`config.mk`:
```
export PLATFORM = sky130hd
export DESIGN_NAME = alu_control_seq_flat
export DESIGN_NICKNAME = d
export VERILOG_FILES = /design/src/rtl/alu_ctrl_pkg.sv /design/src/rtl/alu_control_seq_if.sv /design/src/rtl/alu_ctrl_decode.sv /design/src/rtl/alu_control_seq.sv /design/src/flat_wrapper.sv
export SDC_FILE = /design/constraint.sdc
export NUM_CORES = 1
export LEC_CHECK = 0
export ABC_AREA = 1
export CELL_PAD_IN_SITES_DETAIL_PLACEMENT = 0
export CELL_PAD_IN_SITES_GLOBAL_PLACEMENT = 1
export CORE_ASPECT_RATIO = 0.9
export CORE_MARGIN = 2
export CORE_UTILIZATION = 31
export CTS_CLUSTER_DIAMETER = 100
export DETAILED_ROUTE_END_ITERATION = 6
export PLACE_DENSITY_LB_ADDON = 0.05
export RECOVER_POWER = 50
export SLEW_MARGIN = 20
export SYNTH_ARGS = -nofsm -noshare
export SYNTH_HDL_FRONTEND = slang
export SYNTH_SLANG_ARGS = --single-unit
```
`constraint.sdc`:
```
create_clock -name clk -period 1.22 [get_ports clk]
set_input_delay 0.244 -clock clk [delete_from_list [all_inputs] [get_ports clk]]
set_output_delay 0.244 -clock clk [all_outputs]
set_load 0.02 [all_outputs]
```
`src/rtl/alu_ctrl_pkg.sv`:
```
// Shared encodings for the registered ALU control stage: ALUOp/function selectors,
// operation codes and FSM states.
package alu_ctrl_pkg;

    localparam logic [2:0] ALUOP_R_TYPE = 3'b111;
    localparam logic [2:0] ALUOP_ADDI   = 3'b100;
    localparam logic [2:0] ALUOP_ORI    = 3'b101;
    localparam logic [2:0] ALUOP_BRANCH = 3'b001;

    localparam logic [5:0] FN_AND  = 6'b100100;
    localparam logic [5:0] FN_OR   = 6'b100101;
    localparam logic [5:0] FN_NOR  = 6'b100111;
    localparam logic [5:0] FN_ADD  = 6'b100000;
    localparam logic [5:0] FN_MUL  = 6'b000000;
    localparam logic [5:0] FN_SRL  = 6'b000010;
    localparam logic [5:0] FN_SLLV = 6'b000100;

    typedef enum logic [3:0] {
        OP_AND     = 4'b0000,
        OP_OR      = 4'b0001,
        OP_NOR     = 4'b0010,
        OP_ADD     = 4'b0011,
        OP_BRANCH  = 4'b0100,
        OP_MUL     = 4'b0101,
        OP_SRL     = 4'b0110,
        OP_SLLV    = 4'b0111,
        OP_ILLEGAL = 4'b1001
    } alu_oper_e;

    typedef enum logic [1:0] {
        S_IDLE,
        S_BUSY,
        S_HOLD
    } state_e;

endpackage

```
`src/rtl/alu_control_seq_if.sv`:
```
// Handshake bundle between decode/control (master) and the ALU control stage (slave).
interface alu_control_seq_if #(
    parameter int OPER_W    = 4,
    parameter int ILL_CNT_W = 8
);
    logic                 in_valid;
    logic                 in_ready;
    logic [2:0]           alu_op;
    logic [5:0]           alu_function;
    logic                 out_valid;
    logic                 out_ready;
    logic [OPER_W-1:0]    alu_operation;
    logic                 alu_busy;
    logic                 illegal;
    logic [ILL_CNT_W-1:0] illegal_count;

    modport master (
        output in_valid, alu_op, alu_function, out_ready,
        input  in_ready, out_valid, alu_operation, alu_busy, illegal, illegal_count
    );

    modport slave (
        input  in_valid, alu_op, alu_function, out_ready,
        output in_ready, out_valid, alu_operation, alu_busy, illegal, illegal_count
    );
endinterface

```
`src/rtl/alu_ctrl_decode.sv`:
```
// Combinational {ALUOp, funct} -> operation decode.
// ALU_CTRL_SHIFT_EN adds the SRL/SLLV selectors; without it they decode as illegal.
module alu_ctrl_decode
    import alu_ctrl_pkg::*;
#(
    parameter int                OPER_W     = 4,
    parameter logic [OPER_W-1:0] ILLEGAL_OP = OPER_W'(OP_ILLEGAL)
) (
    input  logic [2:0]        alu_op,
    input  logic [5:0]        alu_function,
    output logic [OPER_W-1:0] op,
    output logic              is_multi,
    output logic              illegal
);

    always_comb begin
        op       = ILLEGAL_OP;
        is_multi = 1'b0;
        illegal  = 1'b1;
        case (alu_op)
            ALUOP_R_TYPE: begin
                case (alu_function)
                    FN_AND:  begin op = OPER_W'(OP_AND); illegal = 1'b0; end
                    FN_OR:   begin op = OPER_W'(OP_OR);  illegal = 1'b0; end
                    FN_NOR:  begin op = OPER_W'(OP_NOR); illegal = 1'b0; end
                    FN_ADD:  begin op = OPER_W'(OP_ADD); illegal = 1'b0; end
                    FN_MUL:  begin op = OPER_W'(OP_MUL); illegal = 1'b0; is_multi = 1'b1; end
`ifdef ALU_CTRL_SHIFT_EN
                    FN_SRL:  begin op = OPER_W'(OP_SRL);  illegal = 1'b0; end
                    FN_SLLV: begin op = OPER_W'(OP_SLLV); illegal = 1'b0; end
`endif
                    default: ;
                endcase
            end
            ALUOP_ADDI:   begin op = OPER_W'(OP_ADD);    illegal = 1'b0; end
            ALUOP_ORI:    begin op = OPER_W'(OP_OR);     illegal = 1'b0; end
            ALUOP_BRANCH: begin op = OPER_W'(OP_BRANCH); illegal = 1'b0; end
            default: ;
        endcase
    end

endmodule

```
`src/rtl/alu_control_seq.sv`:
```
// Registered ALU control stage: valid/ready handshake, multi-cycle MUL sequencing,
// saturating illegal-selector counter. Optional shift decode via ALU_CTRL_SHIFT_EN.
module alu_control_seq
    import alu_ctrl_pkg::*;
#(
    parameter int                OPER_W     = 4,
    parameter int                MUL_CYCLES = 4,
    parameter logic [OPER_W-1:0] ILLEGAL_OP = OPER_W'(OP_ILLEGAL),
    parameter int                ILL_CNT_W  = 8
) (
    input logic               clk,
    input logic               reset,
    alu_control_seq_if.slave  bus
);

    localparam int CNT_W = (MUL_CYCLES > 2) ? $clog2(MUL_CYCLES) : 1;
    // BUSY lasts MUL_CYCLES-1 cycles; the counter reaches zero on the last of them.
    localparam logic [CNT_W-1:0] CNT_LOAD = CNT_W'((MUL_CYCLES > 1) ? MUL_CYCLES - 2 : 0);

    state_e            state, state_nx;
    logic [CNT_W-1:0]  cnt;
    logic [OPER_W-1:0] dec_op;
    logic              dec_multi;
    logic              dec_ill;
    logic              accept;
    logic              go_busy;

    alu_ctrl_decode #(
        .OPER_W     (OPER_W),
        .ILLEGAL_OP (ILLEGAL_OP)
    ) u_decode (
        .alu_op       (bus.alu_op),
        .alu_function (bus.alu_function),
        .op           (dec_op),
        .is_multi     (dec_multi),
        .illegal      (dec_ill)
    );

    assign accept  = bus.in_valid & bus.in_ready;
    assign go_busy = dec_multi && (MUL_CYCLES > 1);

    always_ff @(posedge clk or posedge reset) begin
        if (reset) state <= S_IDLE;
        else       state <= state_nx;
    end

    always_comb begin
        state_nx = state;
        case (state)
            S_IDLE: if (accept) state_nx = go_busy ? S_BUSY : S_HOLD;
            S_BUSY: if (cnt == '0) state_nx = S_HOLD;
            S_HOLD: if (bus.out_ready) state_nx = accept ? (go_busy ? S_BUSY : S_HOLD) : S_IDLE;
            default: state_nx = S_IDLE;
        endcase
    end

    always_comb begin
        bus.in_ready  = 1'b0;
        bus.out_valid = 1'b0;
        bus.alu_busy  = 1'b0;
        case (state)
            S_IDLE: bus.in_ready = 1'b1;
            S_BUSY: bus.alu_busy = 1'b1;
            S_HOLD: begin
                bus.out_valid = 1'b1;
                bus.in_ready  = bus.out_ready;
            end
            default: ;
        endcase
    end

    always_ff @(posedge clk or posedge reset) begin
        if (reset) begin
            bus.alu_operation <= ILLEGAL_OP;
            bus.illegal       <= 1'b0;
            bus.illegal_count <= '0;
            cnt               <= '0;
        end else if (accept) begin
            bus.alu_operation <= dec_op;
            bus.illegal       <= dec_ill;
            cnt               <= go_busy ? CNT_LOAD : '0;
            if (dec_ill && (bus.illegal_count != '1))
                bus.illegal_count <= bus.illegal_count + ILL_CNT_W'(1);
        end else if ((state == S_BUSY) && (cnt != '0)) begin
            cnt <= cnt - CNT_W'(1);
        end
    end

endmodule

```
`src/flat_wrapper.sv`:
```
// flat-port wrapper written by rule: the top's interface ports become plain ports
module alu_control_seq_flat import alu_ctrl_pkg::*;
#(
    parameter int                OPER_W     = 4,
    parameter int                MUL_CYCLES = 4,
    parameter logic [OPER_W-1:0] ILLEGAL_OP = OPER_W'(OP_ILLEGAL),
    parameter int                ILL_CNT_W  = 8
)
  (clk, reset, bus_in_valid, bus_alu_op, bus_alu_function, bus_out_ready, bus_in_ready, bus_out_valid, bus_alu_operation, bus_alu_busy, bus_illegal, bus_illegal_count);
  alu_control_seq_if #(.OPER_W(OPER_W), .ILL_CNT_W(ILL_CNT_W)) bus_i ();
  input logic clk;
  input logic reset;
  input wire logic [$bits(bus_i.in_valid)-1:0] bus_in_valid;
  input wire logic [$bits(bus_i.alu_op)-1:0] bus_alu_op;
  input wire logic [$bits(bus_i.alu_function)-1:0] bus_alu_function;
  input wire logic [$bits(bus_i.out_ready)-1:0] bus_out_ready;
  output wire logic [$bits(bus_i.in_ready)-1:0] bus_in_ready;
  output wire logic [$bits(bus_i.out_valid)-1:0] bus_out_valid;
  output wire logic [$bits(bus_i.alu_operation)-1:0] bus_alu_operation;
  output wire logic [$bits(bus_i.alu_busy)-1:0] bus_alu_busy;
  output wire logic [$bits(bus_i.illegal)-1:0] bus_illegal;
  output wire logic [$bits(bus_i.illegal_count)-1:0] bus_illegal_count;
  assign bus_i.in_valid = bus_in_valid;
  assign bus_i.alu_op = bus_alu_op;
  assign bus_i.alu_function = bus_alu_function;
  assign bus_i.out_ready = bus_out_ready;
  assign bus_in_ready = bus_i.in_ready;
  assign bus_out_valid = bus_i.out_valid;
  assign bus_alu_operation = bus_i.alu_operation;
  assign bus_alu_busy = bus_i.alu_busy;
  assign bus_illegal = bus_i.illegal;
  assign bus_illegal_count = bus_i.illegal_count;
  alu_control_seq #(.OPER_W(OPER_W), .MUL_CYCLES(MUL_CYCLES), .ILLEGAL_OP(ILLEGAL_OP), .ILL_CNT_W(ILL_CNT_W)) u_core (.clk(clk), .reset(reset), .bus(bus_i));
endmodule
```
After elaboration in Yosys (flattened, before gate mapping)
Cells that the tools add are included.

Flip-flop bits (word level): 17. Input bits: 13. Output and inout bits: 16. Logic and storage cells: 51.

Add/subtract/negate cells: 2. Equality and inequality tests: 14. Mux-type cells: 18. Bitwise logic cells: 1. Reduce and logical (&&, ||, !) cells: 11.

Operators with widths (count): $eq A6 B6 Y1 const B (4); $pmux W4 S5 (1); $mux W2 (8); $pmux W4 S4 (1); $eq A3 B3 Y1 const B (3); $add A8 B1 Y8 const B (1); $ne A8 B8 Y1 const B (1); $logic_not A6 Y1 (1); $pmux W2 S3 (1); $mux W1 (5); $reduce_or A5 Y1 (1); $logic_not A2 Y1 (2); $ne A2 B1 Y1 const B (2); $pmux W1 S2 (2); $reduce_bool A2 Y1 (2); $eq A3 B1 Y1 const B (1); $reduce_and A3 Y1 (1); $reduce_or A3 Y1 (1); $eq A2 B1 Y1 const B (1); $eq A2 B2 Y1 const B (1); $logic_and A1 B1 Y1 (2); $ne A2 B2 Y1 const B (1); $reduce_and A2 Y1 (1); $sub A2 B1 Y2 const B (1); $and A1 B1 Y1 (1).

Longest topological paths before layout
Gate-level depths: netlist (run 1).

Word-level depth: 7. Gate-level depth with buffers: 9. Depth with buffers taken out: 9.

Hierarchy
From an unflattened synthesis (run 1), not the netlist that was laid out.

Cells, all modules: 166. Area, all modules: 1159.9 µm².

By module, submodules not included: alu_control_seq (instances 1, cells each 127, area an instance 975.9 µm², sequential area each 427.9 µm²); alu_ctrl_decode (instances 1, cells each 39, area an instance 183.9 µm², sequential area each 0.0 µm²).

Worst setup path before layout (run 1)
Ideal clock, no wire load.

Kind: register to register. Start: reg u_core.bus.illegal_count[0]. End: reg u_core.bus.illegal_count[6]. Setup time: 0.065 ns. Arrival time: 1.368 ns. Data required time: 1.155 ns. Slack: -0.214 ns. Stages on the path, launching flop included: 8. Path buffers: 0. Clock period less this slack: 1.434 ns. Cells stage by stage: dfrtp_1 > ha_1 > nand3_1 > nor2_2 > nand3_4 > nand3_4 > nand2_1 > nand2_1.

Word-level cells in the longest chain between the ends: 3. Elaborated cells between the ends (all ways): 4. Classes of those cells: add/sub: 1; eq/ne: 1; reduce/logical: 2.

Ends and longest elaborated chain: start: declaration (RTL line alu_control_seq_if.sv:24) `output in_ready, out_valid, alu_operation, alu_busy, illegal, illegal_count`; start signal: assignment (RTL line alu_control_seq.sv:83) `bus.illegal_count <= bus.illegal_count + ILL_CNT_W'(1);`; branches (longest 3 deep; another with $add A8 B1 Y8).

Several ways; the timed one is not identified. A chain may end at the register's enable or synchronous reset.

Worst setup path in the final report (run 1)
Start: reg u_core.state[1]. End: out bus_out_valid.

Word-level cells in the longest chain between the ends: 2.

Ends and longest elaborated chain: start: declaration (RTL line alu_control_seq.sv:20) `state_e state, state_nx;`; start signal: assignment (RTL line alu_control_seq.sv:44) `else state <= state_nx;`; $eq A2 B2 Y1 (RTL line alu_control_seq.sv:61) `case (state)`; $mux W1 (RTL line alu_control_seq.sv:61); end: declaration (RTL line flat_wrapper.sv:18) `output wire logic [$bits(bus_i.out_valid)-1:0] bus_out_valid;`.

Every way passes these cells.

==> run metrics, run 1 <==
run status complete, but fails checks; failing checks negative setup slack; TritonCTS clock tree yes; final setup vio count 14; crit path DAT 1080 ps; Final min period 1330 ps; Hold WC Path Type flop to flop; # rows 20; vias in the first global route 1,164; CTS root buffer clkbuf_8; post-synth top area cell dfrtp_1; VDD IR max 0.834 mV; # clock sinks 17; initial antenna violation count 0; placed cell count 237; worst path cell trace buf_4 > inv_4 > nor2_4 > buf_6; Clock Path Buffers 2; RSZ-0062 raised after global routing true; Non-Filler Instances 258; Vias 1,192; Crit Path Max Fanout 4; Starting Density 32.2%; Wirelength per Cell 11.7 um; Worst Setup Path Type flop to output port; Max Cap Violations 0; CTS clock-pin slew for the worst setup and hold paths 70 ps; critical path's top delay family flip-flops; top-count cell post-synth nand2_1; Final WS setup -106 ps; Routed Antenna Nets 0; worst-margin pin slew 447 ps; GRT Residual Overflow 0; IO buf count 28; most frequent cells after synthesis nand2_1 (40), inv_1 (16), dfrtp_1 (15); Routed WL 3.03 mm; Highest Clock Rate 754 MHz; Max transition margin 70.2%; number of synthesized flops with an enable pin 0; dominant synthesized flop cell dfrtp_1; flops & latches, synth 17; pin count of the biggest net entering global routing 18; fin area 0.00192 mm^2; first-pass detailed-route iteration total 4; Final Power 2.71 mW; dpl cell area 0.00168 mm^2; Buf/Inv on CP 3; critical path startpoint category flop; Ports 29; Worst Skew 1.98 ps; Diodes inserted 0; # fillers 340; All-Layer GR Usage 16.8%; Mapped Cells 138; later-pin clock latency in the skew report 250 ps; Multi-input gate area 697 um^2; first-pass GRT wire length 5.00 mm; die area 0.00400 mm^2; crit-path max cell delay 420 ps; Hold Fails Final Rpt 0; Crit-path slowest cell dfrtp_2; part of the Yosys area used for sequential elements 39.4%; DP HPWL 2.06 mm; CTS Buf Count 3; Max Slew Vio Count 0; vias per cell 4.62; DR DRC count 0; gpl congestion 0.770; die width 66.4 um; layout overhead on the synthesized area 76.3%; PD cells 1410 mW/mm^2; CP endpoint kind output port; FFs w/ async S/R, synth 100%; share of cells above drive strength 1 49.1%; H-tree depth 1; nets 230; syn nets 153; leakage 0.976 nW; Register Area 435 um^2; synthesized area 0.00109 mm^2; DRT iter0 DRCs 45; syn_area_per_cell 7.88 um^2; core area 0.00338 mm^2; Cell variety after synth 28; fin crit share 109%; top cell type's share of synthesized area 34.5%; Yosys Warn Count 0; Worst Path Required 980 ps; die height 60.2 um; Synth area leaders dfrtp_1 (35%), nand2_1 (14%), nand3_1 (5.5%)
state kept, by name, summed over array words and instances (netlist names):
name and flops:
u_core.cnt 2, u_core.bus.illegal_count 8, u_core.bus.illegal 1, u_core.bus.alu_operation 4
u_core.state 2
kinds of logic (layout without fill, tap and decap cells):
family / after synthesis / in the layout / synth area share, %
flops: 17 / 17 / 39.4
compound gates: 10 / 10 / 6.10
simple gates: 84 / 85 / 39.7
xor+xnor: 6 / 6 / 4.83
fa+ha+maj: 2 / 2 / 2.30
buf+inv: 19 / 94 / 7.71
metrics by stage:
stage	TNS [ps]	hold WS [ps]	util [%]	setup WS, ps
2_1_floorplan	-440	168	-	-53.8
3_3_place_gp	-8160	441	49.7	-567
3_5_place_dp	-8660	448	49.7	-603
4_1_cts	-1000	323	56.3	-116
5_1_grt	-1750	472	56.7	-147
6_report	-716	458	56.7	-106
worst register-to-register path, delay by kind of cell, from the launching register on:
kind                     cells  cell delay (ps)
AND/OR/NAND/NOR              6              550
adder cells (fa/ha/maj)      1              180
flip-flops                   1              440
path summary, 6_finish.rpt:
check                                       startpoint                          end  slack (ps)  cells after the start
min in group asynchronous                        reset                u_core.cnt[0]         520                      3
setup reg to reg           u_core.bus.illegal_count[0]  u_core.bus.illegal_count[0]         -60                      7
hold reg to reg                          u_core.cnt[0]                u_core.cnt[0]         460                      1
hold / removal                           u_core.cnt[0]                u_core.cnt[0]         460                      1
max in group asynchronous                        reset  u_core.bus.alu_operation[0]         360                      3
setup / recovery                       u_core.state[1]                bus_out_valid        -110                      4
repair_timing:
action	4_1_cts	5_1_grt
buffers inserted	13	2
setup endpoints to repair	33	29
gates resized for setup	76	24
gates cloned	2	0
hold buffers	0	0
pin swaps	13	8
routing by layer:
metal | track usage [%] | wire length (um)
met1 | 20.5 | 1380
met2 | 29.6 | 1520
met3 | 4.71 | 95
met4 | 4.08 | 31
met5 | 0 | 0
cells in the final DEF (no fill, tap or decap), drive strengths merged:
cell,n
nor2,13
dfrtp,15
dfstp,2
nand3,16
nor3,1
xor2,3
nand4,9
dlygate4sd2,9
a41oi,1
xnor2,3
ha,2
a31oi,1
buf,51
a21oi,2
dlygate4sd3,1
o21ai,5
clkdlybuf4s15,6
a32oi,1
clkbuf,6
nand2,43
clkdlybuf4s50,1
nand3b,2
inv,17
clkinv,3
or2,1
where the power goes:
group	internal (mW)	switching (mW)
combinational	0.704	0.712
sequential	0.727	0.146
clock	0.226	0.191
total	1.66	1.05
final cells by class:
cell class              instances  share of cell area [%]
clock buffers                   3                    2.15
inverters                      18                    4.44
multi-input cells             103                    36.4
repair inverters                1                   0.457
clock inverters                 1                   0.261
well taps                      44                    2.87
flip-flops and latches         17                    22.7
repair buffers                 71                    30.7
(Power assumes the default switching activity.)
==> run 2: changes to the inputs <==
SKIP_LAST_GASP = 1   (was default)
==> run 2 against run 1 <==
The flow still finishes with violations (negative setup slack). Critical path depth shrank 1. Sequential power hardly changed. Final area barely moved. Non-clock buffer count unchanged. Via count decreased by 0.25%. Maximum frequency shrank 0.54%. Critical path type unchanged. Largest power group unchanged. Highest routed layer unchanged.
==> run metrics, run 2 (synthesis results as in run 1) <==
All-Layer GR Usage 16.9%; DRT iter0 DRCs 43; max FFs per register 8; Max Slew Vio Count 0; Routed Antenna Nets 0; core area 0.00338 mm^2; Wirelength per Cell 11.9 um; Final Power 2.72 mW; Crit Path Max Fanout 4; Ports 29; Hold Fails Final Rpt 0; RSZ-0062 raised after global routing true; DP HPWL 2.06 mm; Worst Setup Path Type flop to output port; CTS Buf Count 3; VDD IR max 0.829 mV; layout overhead on the synthesized area 76.4%; vias in the first global route 1,166; crit path DAT 1090 ps; Hold WC Path Type flop to flop; worst-margin pin slew 454 ps; leakage 0.975 nW; worst path cell trace buf_4 > nor2_4 > buf_6; nets 230; Final min period 1330 ps; hold wc startpoint u_core.bus.alu_operation[3]; # clock sinks 17; hold_buf cts 0; die area 0.00400 mm^2; failing checks negative setup slack; Clock Path Buffers 2; run status complete, but fails checks; initial antenna violation count 0; # rows 20; pre-CTS WS -603 ps; critical path startpoint category flop; first-pass detailed-route iteration total 4; Vias 1,189; GRT Residual Overflow 0; pin count of the biggest net entering global routing 18; DR DRC count 0; first-pass GRT wire length 5.01 mm; Routed WL 3.08 mm; gpl congestion 0.770; Reg with most FFs u_core.bus.illegal_count; Critical Path Source u_core.state[0]; Crit-path slowest cell dfrtp_2; most frequent cells in the layout nand2_1 (35), buf_4 (35), inv_1 (11); fin crit share 109%; Buf/Inv on CP 2; Worst Skew 5.53 ps; die width 66.4 um; final setup vio count 14; Final WS setup -113 ps; CTS clock-pin slew for the worst setup and hold paths 70 ps; PD cells 1420 mW/mm^2; CP endpoint kind output port; Diodes inserted 0; Highest Clock Rate 750 MHz; crit-path max cell delay 450 ps; Starting Density 32.2%; IO buf count 28; later-pin clock latency in the skew report 250 ps; Max Cap Violations 0; die height 60.2 um; Non-Filler Instances 258; Crit Reg-Reg Startpoint u_core.bus.illegal_count[0]; placed cell count 237; vias per cell 4.61; critical path's top delay family flip-flops; CTS root buffer clkbuf_8; share of cells above drive strength 1 49.1%; Max transition margin 69.8%; TritonCTS clock tree yes; Top Registers u_core.bus.illegal_count x8, u_core.bus.alu_operation x4; Worst Path Required 980 ps; H-tree depth 1
## run 2: cell types whose count changed in the layout (fill, tap and decap cells not counted), sizes merged
cell    previous run  this run
buf               51        50
clkbuf             6         7
## run 2: per-layer routing
metal | global-route usage (%) | part of all wire (%) | wire (um) | vias up
li1 | - | - | - | 615
met1 | 20.6 | 45 | 1380 | 551
met2 | 29.6 | 51 | 1570 | 19
met3 | 4.71 | 3.2 | 99 | 4
met4 | 4.08 | 1.0 | 31 | 0
met5 | 0 | 0 | 0 | -
## run 2: path summary, 6_finish.rpt
| check | end | slack (ps) | cells after the start |
|---|---|---|---|
| worst max-delay path | bus_out_valid | -110 | 3 |
| worst min-delay path | u_core.bus.alu_operation[3] | 470 | 2 |
| worst max register to register | u_core.bus.illegal_count[0] | -60 | 7 |
| worst min register to register | u_core.bus.alu_operation[3] | 470 | 2 |
| max in group asynchronous | u_core.bus.alu_operation[0] | 350 | 3 |
| min in group asynchronous | u_core.cnt[0] | 520 | 3 |
## run 2: power by group
group	switching [mW]	internal [mW]
Sequential	0.148	0.727
Combinational	0.715	0.709
Clock	0.194	0.226
## run 2: worst min-delay path, cell delays in order (launching register included)
cell and delay [ps]:
dfstp_2 370, nand2_1 50, nand2_1 50
## run 2: final cells by class
cell class | instances | area (um^2)
timing repair buffer | 71 | 591
multi-input combinational | 103 | 697
timing repair inverter | 1 | 8.76
clock inverter | 1 | 5.00
sequential | 17 | 435
clock buffer | 3 | 41.3
inverter | 18 | 85.1
tap | 44 | 55.1
fill | 340 | 1460
## run 2: per-stage QoR
| stage | TNS (ps) | hold slack (ps) | utilization, % | instance area, um^2 |
|---|---|---|---|---|
| after global placement | -8160 | 441 | 49.7 | 1680 |
| after global routing | -1860 | 482 | 56.8 | 1920 |
| after floorplan | -440 | 168 | - | 1130 |
| final | -730 | 467 | 56.8 | 1920 |
| after CTS | -1130 | 323 | 56.3 | 1900 |
| after detailed placement | -8660 | 448 | 49.7 | 1680 |
## run 2: timing repair
item                       in CTS  in global routing
setup buffers                  13                  2
setup endpoints to repair      33                 29
pin swaps                      13                  8
gates cloned                    2                  0
resized for setup              73                 26
==> run 3: changes to the inputs <==
SLEW_MARGIN = default   (was 20)
==> results of run 3 <==
No change in the layout: final DEF, timing and power equal those of run 2.
